File: src/rtl/water_pkg.sv
`default_nettype none
// ============================================================================
// Module      : water_pkg
// Description : Shared types and constants for the drink reminder controller.
// Revision    : 1.0 - initial release
// ============================================================================
package water_pkg;

    localparam int LEVEL_W = 4;   // bottle level width
    localparam int TIMER_W = 8;   // tick timer / interval width
    localparam int REF_W   = 8;   // baseline level register width

    localparam int DEF_DRINK_DELTA    = 1;
    localparam int DEF_ESCALATE_TICKS = 30;
    localparam int DEF_SNOOZE_TICKS   = 60;

    typedef enum logic [1:0] {
        ST_WAIT   = 2'd0,
        ST_REMIND = 2'd1,
        ST_ALARM  = 2'd2,
        ST_SNOOZE = 2'd3
    } state_t;

endpackage
`default_nettype wire

File: src/rtl/tick_counter.sv
`default_nettype none
// ============================================================================
// Module      : tick_counter
// Description : Clearable tick counter with a terminal-value compare. The done
//               flag uses >= so a terminal lowered below the current count
//               still fires on the next qualifying tick.
// Revision    : 1.0 - initial release
// ============================================================================
module tick_counter #(
    parameter int WIDTH = 8
) (
    input  logic             clk,
    input  logic             reset,
    input  logic             i_clear,
    input  logic             i_en,
    input  logic [WIDTH-1:0] i_terminal,
    output logic             o_done
);

    logic [WIDTH-1:0] r_count;

    // Count enabled ticks; clear has priority over counting.
    always_ff @(posedge clk or negedge reset) begin
        if (!reset) begin
            r_count <= '0;
        end else if (i_clear) begin
            r_count <= '0;
        end else if (i_en) begin
            r_count <= r_count + WIDTH'(1);
        end
    end

    assign o_done = (r_count >= i_terminal);

endmodule
`default_nettype wire

File: src/rtl/drink_reminder_ctrl.sv
`default_nettype none
// ============================================================================
// Module      : drink_reminder_ctrl
// Description : Hydration reminder FSM. Tracks drinks from bottle-level drops,
//               reminds after a programmable interval, escalates to a buzzer,
//               and supports a user snooze.
// Revision    : 1.0 - initial release
// ============================================================================
module drink_reminder_ctrl
    import water_pkg::*;
#(
    parameter int DRINK_DELTA    = DEF_DRINK_DELTA,
    parameter int ESCALATE_TICKS = DEF_ESCALATE_TICKS,
    parameter int SNOOZE_TICKS   = DEF_SNOOZE_TICKS
) (
    input  logic               clk,
    input  logic               reset,
    input  logic               tick,
    input  logic [LEVEL_W-1:0] level,
    input  logic               ack,
    input  logic [TIMER_W-1:0] interval,
    output logic               remind,
    output logic               buzzer,
    output logic [LEVEL_W-1:0] drinks,
    output logic [1:0]         state_o
);

    state_t             r_state;
    logic [REF_W-1:0]   r_ref_level;
    logic               r_primed;
    logic [LEVEL_W-1:0] r_drinks;
    logic               r_remind;
    logic               r_buzzer;

    state_t             w_next_state;
    logic [LEVEL_W:0]   w_sum;
    logic               w_drink;
    logic               w_refill;
    logic               w_clear;
    logic               w_en;
    logic               w_done;
    logic [TIMER_W-1:0] w_terminal;

    // Terminal count for the timer depends on which state is being timed.
    always_comb begin
        w_terminal = '0;
        case (r_state)
            ST_WAIT:   w_terminal = interval - TIMER_W'(1);
            ST_REMIND: w_terminal = TIMER_W'(ESCALATE_TICKS - 1);
            ST_SNOOZE: w_terminal = TIMER_W'(SNOOZE_TICKS - 1);
            default:   w_terminal = '0;
        endcase
    end

    tick_counter #(
        .WIDTH (TIMER_W)
    ) u_timer (
        .clk        (clk),
        .reset      (reset),
        .i_clear    (w_clear),
        .i_en       (w_en),
        .i_terminal (w_terminal),
        .o_done     (w_done)
    );

    // Event decode and next-state selection; priority is drink, then ack, then tick.
    always_comb begin
        // One extra bit keeps level + DRINK_DELTA from wrapping past full.
        w_sum        = {1'b0, level} + (LEVEL_W + 1)'(DRINK_DELTA);
        w_drink      = r_primed && ({{(REF_W-LEVEL_W-1){1'b0}}, w_sum} <= r_ref_level);
        w_refill     = r_primed && ({{(REF_W-LEVEL_W){1'b0}}, level} > r_ref_level);
        w_next_state = r_state;
        w_clear      = 1'b0;
        w_en         = 1'b0;
        if (w_drink) begin
            w_next_state = ST_WAIT;
            w_clear      = 1'b1;
        end else if (ack && (r_state == ST_REMIND || r_state == ST_ALARM)) begin
            w_next_state = ST_SNOOZE;
            w_clear      = 1'b1;
        end else begin
            case (r_state)
                ST_WAIT: begin
                    if (interval == '0) begin
                        w_clear = 1'b1;
                    end else if (tick) begin
                        if (w_done) begin
                            w_next_state = ST_REMIND;
                            w_clear      = 1'b1;
                        end else begin
                            w_en = 1'b1;
                        end
                    end
                end
                ST_REMIND: begin
                    if (tick) begin
                        if (w_done) begin
                            w_next_state = ST_ALARM;
                            w_clear      = 1'b1;
                        end else begin
                            w_en = 1'b1;
                        end
                    end
                end
                ST_SNOOZE: begin
                    if (tick) begin
                        if (w_done) begin
                            w_next_state = ST_REMIND;
                            w_clear      = 1'b1;
                        end else begin
                            w_en = 1'b1;
                        end
                    end
                end
                default: begin
                    w_next_state = r_state;
                end
            endcase
        end
    end

    // State, baseline, drink count and registered indicator outputs.
    always_ff @(posedge clk or negedge reset) begin
        if (!reset) begin
            r_state     <= ST_WAIT;
            r_ref_level <= '0;
            r_primed    <= 1'b0;
            r_drinks    <= '0;
            r_remind    <= 1'b0;
            r_buzzer    <= 1'b0;
        end else begin
            if (!r_primed) begin
                r_primed    <= 1'b1;
                r_ref_level <= {{(REF_W-LEVEL_W){1'b0}}, level};
            end else if (w_drink || w_refill) begin
                r_ref_level <= {{(REF_W-LEVEL_W){1'b0}}, level};
            end
            if (w_drink && (r_drinks != '1)) begin
                r_drinks <= r_drinks + LEVEL_W'(1);
            end
            r_state  <= w_next_state;
            r_remind <= (w_next_state == ST_REMIND) || (w_next_state == ST_ALARM);
            r_buzzer <= (w_next_state == ST_ALARM);
        end
    end

    assign remind  = r_remind;
    assign buzzer  = r_buzzer;
    assign drinks  = r_drinks;
    assign state_o = r_state;

endmodule
`default_nettype wire

File: config.mk
export PLATFORM = sky130hd
export DESIGN_NAME = drink_reminder_ctrl
export DESIGN_NICKNAME = d
export VERILOG_FILES = /design/src/rtl/water_pkg.sv /design/src/rtl/tick_counter.sv /design/src/rtl/drink_reminder_ctrl.sv
export SDC_FILE = /design/constraint.sdc
export NUM_CORES = 1
export LEC_CHECK = 0
export ABC_AREA = 1
export ABC_CLOCK_PERIOD_IN_PS = 6200
export CAP_MARGIN = 25
export CORE_MARGIN = 3
export CORE_UTILIZATION = 55
export CTS_BUF_LIST = sky130_fd_sc_hd__clkbuf_4 sky130_fd_sc_hd__clkbuf_8 sky130_fd_sc_hd__clkbuf_16
export DETAILED_ROUTE_END_ITERATION = 8
export PLACE_DENSITY = 0.86
export SLEW_MARGIN = 20
export SYNTH_ARGS = -nofsm -noshare
export SYNTH_HDL_FRONTEND = slang
export SYNTH_HIERARCHICAL = 1
export SYNTH_SLANG_ARGS = --single-unit
File: constraint.sdc
create_clock -name clk -period 6.2 [get_ports clk]
set_input_delay 1.24 -clock clk [delete_from_list [all_inputs] [get_ports clk]]
set_output_delay 1.24 -clock clk [all_outputs]
set_load 0.02 [all_outputs]
[After elaboration in Yosys (flattened, before gate mapping)]
Index checks and enable logic that the tools add are counted.
Operators by class
  equal/unequal tests: 7
  $add $sub $neg: 4
  reduce and logical (&&, ||, !) cells: 11
  order comparisons: 3
  mux-type cells: 25
Operator list (count)
  8-bit 2-to-1 mux: 4
  8-bit one-hot mux with 3 select lines: 1
  2-bit 2-to-1 mux: 7
  1-bit 2-to-1 mux: 10
  8-bit by 1-bit adder with 8-bit output, second input constant: 1
  8-bit >= comparator: 1
  4-bit by 8-bit > comparator with 1-bit output: 1
  5-bit by 8-bit <= comparator with 1-bit output: 1
  8-bit zero test: 1
  8-bit by 1-bit subtractor with 8-bit output, second input constant: 1
  2-bit == test, second input constant: 3
  2-bit one-hot mux with 3 select lines: 1
  4-bit by 1-bit adder with 5-bit output, second input constant: 1
  4-bit by 1-bit adder with 4-bit output, second input constant: 1
  2-bit by 1-bit == test with 1-bit output, second input constant: 2
  1-bit logical AND: 4
  4-bit inequality test, second input constant: 1
  1-bit one-hot mux with 2 select lines: 2
  1-bit logical OR: 3
  2-bit zero test: 1
  2-bit by 1-bit inequality test with 1-bit output, second input constant: 1
  2-bit nonzero test: 1
  2-bit OR reduction: 1
Storage, ports and cells
  register bits: 25
  output and inout bits: 8
  logic and storage cells: 57
  input bits: 16

[Depth between registers and ports, before layout]
  word-level depth: 11
  depth in mapped cells: 24
  gate-level depth less buffers: 24

[Modules after synthesis]
Netlist, hierarchy kept.
By module, submodules not included
  drink_reminder_ctrl: sequential area each 325.3 sq um, cells an instance 166, times used 1, area an instance 1226.2 sq um
  tick_counter: sequential area each 200.2 sq um, cells an instance 89, times used 1, area an instance 641.9 sq um

[Worst setup path after synthesis]
Ideal clock, no wire load.
  path type: input to register
  start: input port interval[1]
  end: register u_timer.r_count[2]
  cell stages on the path: 18
  buffers on the path: 0
  arrival: 3.347 ns
  library setup time: 0.128 ns
  slack: 2.725 ns
  required time: 6.072 ns
  path through: nor3_2 -> nand3_2 -> a21oi_1 -> o21ai_0 -> o21ai_1 -> inv_1 -> ha_1 -> a21oi_1 -> o21a_1 -> nand3_1 -> nand2_1 -> o21ai_0 -> a21oi_1 -> nand2_1 -> nor2_2 -> nor2_2 -> o21ai_0 -> a21oi_1
Between the ends
  longest elaborated chain between the ends: 10
  elaborated cells on any way between the ends: 18
  those cells by class: add/sub: 1; order compare: 1; mux: 14; reduce/logical: 2
RTL lines
  start, declared: line drink_reminder_ctrl.sv:21  | input logic [TIMER_W-1:0] interval,
  8-bit by 1-bit subtractor with 8-bit output *: line drink_reminder_ctrl.sv:48  | ST_WAIT: w_terminal = interval - TIMER_W'(1);
  8-bit one-hot mux with 3 select lines *: line drink_reminder_ctrl.sv:47  | case (r_state)
  net w_terminal[5]: line drink_reminder_ctrl.sv:42  | logic [TIMER_W-1:0] w_terminal;
  8-bit >= comparator *: line tick_counter.sv:33  | assign o_done = (r_count >= i_terminal);
  net w_done: line drink_reminder_ctrl.sv:41  | logic w_done;
  1-bit 2-to-1 mux *: line drink_reminder_ctrl.sv:87, drink_reminder_ctrl.sv:97, drink_reminder_ctrl.sv:107
  1-bit 2-to-1 mux *: line drink_reminder_ctrl.sv:96  | if (tick) begin
  1-bit 2-to-1 mux: line drink_reminder_ctrl.sv:84  | if (interval == '0) begin
  1-bit one-hot mux with 2 select lines *: line drink_reminder_ctrl.sv:82  | case (r_state)
  1-bit 2-to-1 mux *: line drink_reminder_ctrl.sv:78  | end else if (ack && (r_state == ST_REMIND || r_state == ST_ALARM)) begin
  1-bit 2-to-1 mux *: line drink_reminder_ctrl.sv:75  | if (w_drink) begin
  net w_clear: line drink_reminder_ctrl.sv:39  | logic w_clear;
  8-bit 2-to-1 mux / 2-bit nonzero test (equally long branches)
  end signal, assigned: line tick_counter.sv:29  | r_count <= r_count + WIDTH'(1);
  end, declared: line tick_counter.sv:20  | logic [WIDTH-1:0] r_count;
The timed path passes the listed nets; every way through them passes the cells marked *.
A chain may end at the register's enable or synchronous reset.

[Worst setup path in the final report]
  start: input port interval[0]
  end: register u_timer.r_count[5]
Same word-level chain as after synthesis.

==> impl_metrics.xml <==
<?xml version="1.0" encoding="UTF-8"?>
<metrics>
  <group name="clock_network">
    <metric name="max-clock-path-buffers" unit="">2</metric>
    <metric name="cts.root.buffer_cell" unit="">clkbuf_4</metric>
    <metric name="cts-buffers-inserted" unit="">3</metric>
    <metric name="cts_num_sinks" unit="">21</metric>
    <metric name="clk_latency" unit="ns">0.31</metric>
    <metric name="cts.clk_slew.worst_paths" unit="ns">0.11</metric>
    <metric name="post_cts_hold_buffer_count" unit="">0</metric>
    <metric name="number_of_gates_resized_after_cts" unit="">0</metric>
    <metric name="h_tree_depth" unit="">1</metric>
    <metric name="clock_tree_from_tritoncts" unit="">built</metric>
    <metric name="cts_setup_buffers" unit="">0</metric>
  </group>
  <group name="logic_synthesis">
    <metric name="synth_common_cells" unit="">nand2_1, inv_1, ha_1, dfrtp_1, nand3_1</metric>
    <metric name="asyncSetResetFlopFracSynth" unit="%">100</metric>
    <metric name="synth.area.top_cells" unit="">dfrtp_1, ha_1, nand2_1, inv_1, nand3_1</metric>
    <metric name="synth_warnings" unit="">6</metric>
    <metric name="syn_nets" unit="">296</metric>
    <metric name="netlist_instances" unit="">255</metric>
    <metric name="synth_top_cell_area_share" unit="%">28.1</metric>
    <metric name="count_of_state_elements_after_synthesis" unit="">21</metric>
    <metric name="synthFlopType" unit="">dfrtp_1</metric>
    <metric name="synth_cell_types" unit="">27</metric>
    <metric name="synth.cell_area" unit="um2">1870</metric>
    <metric name="post-synth-top-count-cell" unit="">nand2_1</metric>
    <metric name="synth-seq-area-share" unit="%">28.1</metric>
    <metric name="avgSynthCellArea" unit="um2">7.33</metric>
    <metric name="post-synth-top-area-cell" unit="">dfrtp_1</metric>
    <metric name="synth_enable_flop_cells" unit="">0</metric>
  </group>
  <group name="setup_path">
    <metric name="top_delay_family_on_crit_path" unit="">simple AND/OR/NAND/NOR gates</metric>
    <metric name="r2r_start" unit="">state_o[1]</metric>
    <metric name="worst-endpoint-arrival" unit="ns">4.19</metric>
    <metric name="timing.critical_path.to" unit="">u_timer/r_count[5]</metric>
    <metric name="setup.reg_to_reg.worst_slack" unit="ns">2.78</metric>
    <metric name="slowest_stage" unit="">clkdlybuf4s50_1</metric>
    <metric name="crit_fanout" unit="">6</metric>
    <metric name="start_kind" unit="">input port</metric>
    <metric name="r2r-end" unit="">u_timer/r_count[5]</metric>
    <metric name="worstPathRequired" unit="ns">6.41</metric>
    <metric name="crit_path_end_kind" unit="">register</metric>
    <metric name="critical-path-top-cell-by-count" unit="">nand2_1</metric>
    <metric name="timing.critical_path.buf_inv" unit="">3</metric>
    <metric name="crit_chain" unit="">clkdlybuf4s50_1 -&gt; inv_1 -&gt; ha_1 -&gt; nand2_2 -&gt; nor2_4 -&gt; nand2_1 -&gt; o21ai_0 -&gt; a21oi_1 -&gt; inv_1 -&gt; ha_1 -&gt; nand2_1 -&gt; nor2_1 -&gt; nand4_1 -&gt; nand3_1 -&gt; nand2_1 -&gt; o21ai_0 -&gt; a21oi_1 -&gt; nand2_1 -&gt; nor2_2 -&gt; nor2_4 -&gt; nand3_2 -&gt; nor2_1 -&gt; nor2_1</metric>
    <metric name="cpPeakStageDelay" unit="ns">0.51</metric>
    <metric name="critical_path.startpoint" unit="">interval[0]</metric>
    <metric name="worst-setup-path-type" unit="">in2reg</metric>
    <metric name="worstSetupPathDepth" unit="">23</metric>
    <metric name="worstRegToRegCells" unit="">24</metric>
  </group>
  <group name="routing">
    <metric name="detail_route.drc_violations" unit="">0</metric>
    <metric name="drt-initial-drc-count" unit="">72</metric>
    <metric name="wl" unit="um">3490</metric>
    <metric name="drt_pre_antenna_iters" unit="">4</metric>
    <metric name="route.detailed.wl_per_inst" unit="um">10.7</metric>
    <metric name="num_vias" unit="">1610</metric>
    <metric name="vias_per_cell" unit="">4.95</metric>
    <metric name="route.antenna.remaining_nets" unit="">0</metric>
  </group>
  <group name="layout">
    <metric name="sequential_cell_area" unit="um2">526</metric>
    <metric name="post_route_cells_drive_above_1_share" unit="%">12.5</metric>
    <metric name="nNetsFinal" unit="">323</metric>
    <metric name="filler_cell_count" unit="">286</metric>
    <metric name="design_area" unit="um2">2170</metric>
    <metric name="multi_input_area" unit="um2">1140</metric>
    <metric name="antenna-diode-count" unit="">0</metric>
    <metric name="area_growth_syn_to_layout" unit="%">16.1</metric>
  </group>
  <group name="sta">
    <metric name="hold_violations" unit="">0</metric>
    <metric name="fin_crit_sh" unit="%">64.1</metric>
    <metric name="worst_slew_slack_as_a_fraction_of_its_limit" unit="%">42.7</metric>
    <metric name="clock.fmax" unit="MHz">252</metric>
    <metric name="max_slew.worst_pin.slew" unit="ns">0.857</metric>
    <metric name="total_negative_slack" unit="ns">0</metric>
    <metric name="postLayoutSetupSlackWorst" unit="ns">2.22</metric>
    <metric name="rsz0062_at_grt" unit="">no</metric>
    <metric name="clock_skew" unit="ns">0.00494</metric>
    <metric name="setup-violations-final" unit="">0</metric>
    <metric name="layout_min_cycle_time" unit="ns">3.98</metric>
    <metric name="slew_viol_final" unit="">0</metric>
  </group>
  <group name="min_path">
    <metric name="hold_path_depth" unit="">2</metric>
    <metric name="timing.hold.worst.class" unit="">reg2reg</metric>
  </group>
  <group name="die">
    <metric name="std_cell_rows" unit="">20</metric>
    <metric name="io_pins" unit="">24</metric>
    <metric name="die_w" unit="um">64.3</metric>
    <metric name="die-height" unit="um">64.3</metric>
    <metric name="die_area" unit="um2">4130</metric>
    <metric name="initial_utilization" unit="%">59.2</metric>
    <metric name="placeable_area" unit="um2">3150</metric>
  </group>
  <group name="status">
    <metric name="result_of_the_run" unit="">complete, no violations</metric>
  </group>
  <group name="run">
    <metric name="max-cap-violations" unit="">0</metric>
  </group>
  <group name="placed_design">
    <metric name="place_worst_setup_slack" unit="ns">1.91</metric>
    <metric name="buffer_ports.inserted" unit="">23</metric>
    <metric name="gp_congestion" unit="">0.842</metric>
    <metric name="dpl_cell_area" unit="um2">2140</metric>
    <metric name="post-dp-hpwl" unit="um">2960</metric>
  </group>
  <group name="power">
    <metric name="p_leak" unit="nW">1.14</metric>
    <metric name="sequentialPowerShare" unit="%">26.9</metric>
    <metric name="totalPowerFinal" unit="W">0.000776</metric>
    <metric name="netSwitchingPower" unit="W">0.000384</metric>
    <metric name="power.clock.fraction" unit="%">8.3</metric>
    <metric name="power_report.internal_total" unit="W">0.000393</metric>
    <metric name="power.density" unit="nW/um2">358</metric>
    <metric name="max-vdd-ir-drop" unit="V">0.000153</metric>
    <metric name="power_frac_comb" unit="%">64.9</metric>
    <metric name="power.switching_fraction" unit="%">49.4</metric>
  </group>
  <group name="global_route">
    <metric name="first_pass_grt_wire_length" unit="um">6230</metric>
    <metric name="overflow" unit="">0</metric>
    <metric name="via_count_of_the_first_global_routing_pass" unit="">1498</metric>
    <metric name="globalRouteTotalUtil" unit="%">18.4</metric>
    <metric name="grt_start_max_net_pins" unit="">22</metric>
    <metric name="grt_antenna_before_repair" unit="">0</metric>
  </group>
</metrics>
registers in the layout, indices dropped and copies added (netlist names):
signal,flops
u_timer/r_count,8
drinks,4
r_ref_level,4
state_o,2
buzzer,1
r_primed,1
remind,1
worst min path at each step:
stage / end / slack, ns / from
floorplan: r_ref_level[1] / 0.45 / r_ref_level[1]
global placement: r_ref_level[1] / 0.46 / r_ref_level[1]
detailed placement: r_ref_level[1] / 0.47 / r_ref_level[1]
CTS: r_ref_level[1] / 0.50 / r_ref_level[1]
global route: r_ref_level[2] / 0.55 / r_ref_level[2]
finish: r_ref_level[1] / 0.49 / r_ref_level[1]
power by group through the flow:
stage	registers (W)	logic (W)	clock network (W)
detailed placement	0.000211	0.000503	0
global route	0.000214	0.000582	0.0000747
CTS	0.000208	0.000505	0.0000672
global placement	0.000210	0.000493	0
floorplan	0.000232	0.000347	0
finish	0.000208	0.000503	0.0000643
per-layer routing:
| metal | track usage (%) | part of all wire (%) |
|---|---|---|
| met5 | 0 | 0 |
| met2 | 30.5 | 45 |
| met4 | 3.43 | 0.86 |
| met3 | 3.87 | 3.2 |
| met1 | 24.8 | 51 |
cell usage in the layout (no fill, tap or decap), drive strengths merged:
master / instances
nor2: 21
nand4: 8
clkinv: 1
nand3: 20
xnor2: 4
o22ai: 2
nor3: 1
o21a: 1
clkbuf: 3
a31oi: 2
conb: 1
xor2: 3
o21ai: 14
dfrtp: 21
clkdlybuf4s50: 23
o211ai: 1
nand2: 61
a21oi: 14
ha: 25
o21bai: 4
inv: 51
worst register-to-register path, stage by stage, from the launching register on:
cell and delay (ns):
dfrtp_1 0.46, inv_1 0.16, ha_1 0.22, inv_1 0.08, nor2_1 0.27, inv_1 0.14
o21ai_0 0.23, inv_1 0.07, ha_1 0.31, nand2_1 0.08, inv_1 0.05, nand2_1 0.06
nand2_1 0.04, nand2_1 0.05, nand3_1 0.09, nand2_1 0.16, o21ai_0 0.11, a21oi_1 0.12
nand2_1 0.10, nor2_2 0.23, nor2_4 0.09, nand3_2 0.08, nand2_1 0.05, nand2_1 0.05
nor2_1 0.03
layout make-up:
type / count / share of cell area, %
multi-input cells: 182 / 52.5
flip-flops and latches: 21 / 24.2
repair buffers: 23 / 10.6
inverters: 51 / 8.82
well taps: 44 / 2.54
clock buffers: 3 / 1.04
clock inverters: 1 / 0.231
metrics by stage:
step | cells | utilization, % | hold WS, ns
floorplan | 255 | - | 0.449
global placement | 321 | 67.9 | 0.464
detailed placement | 321 | 67.9 | 0.466
CTS | 325 | 68.8 | 0.495
global route | 325 | 68.8 | 0.545
finish | 325 | 68.8 | 0.491
cell families after synthesis:
group	share of synthesized area, %
adders and majority gates	16.7
AOI/OAI and AO/OA	11.5
and+or+nand+nor	29.3
other	0.201
xor gates and xnor gates	3.28
DFF	28.1
buffers and inverters	10.9
No activity file was read; power rests on OpenSTA's default activity.
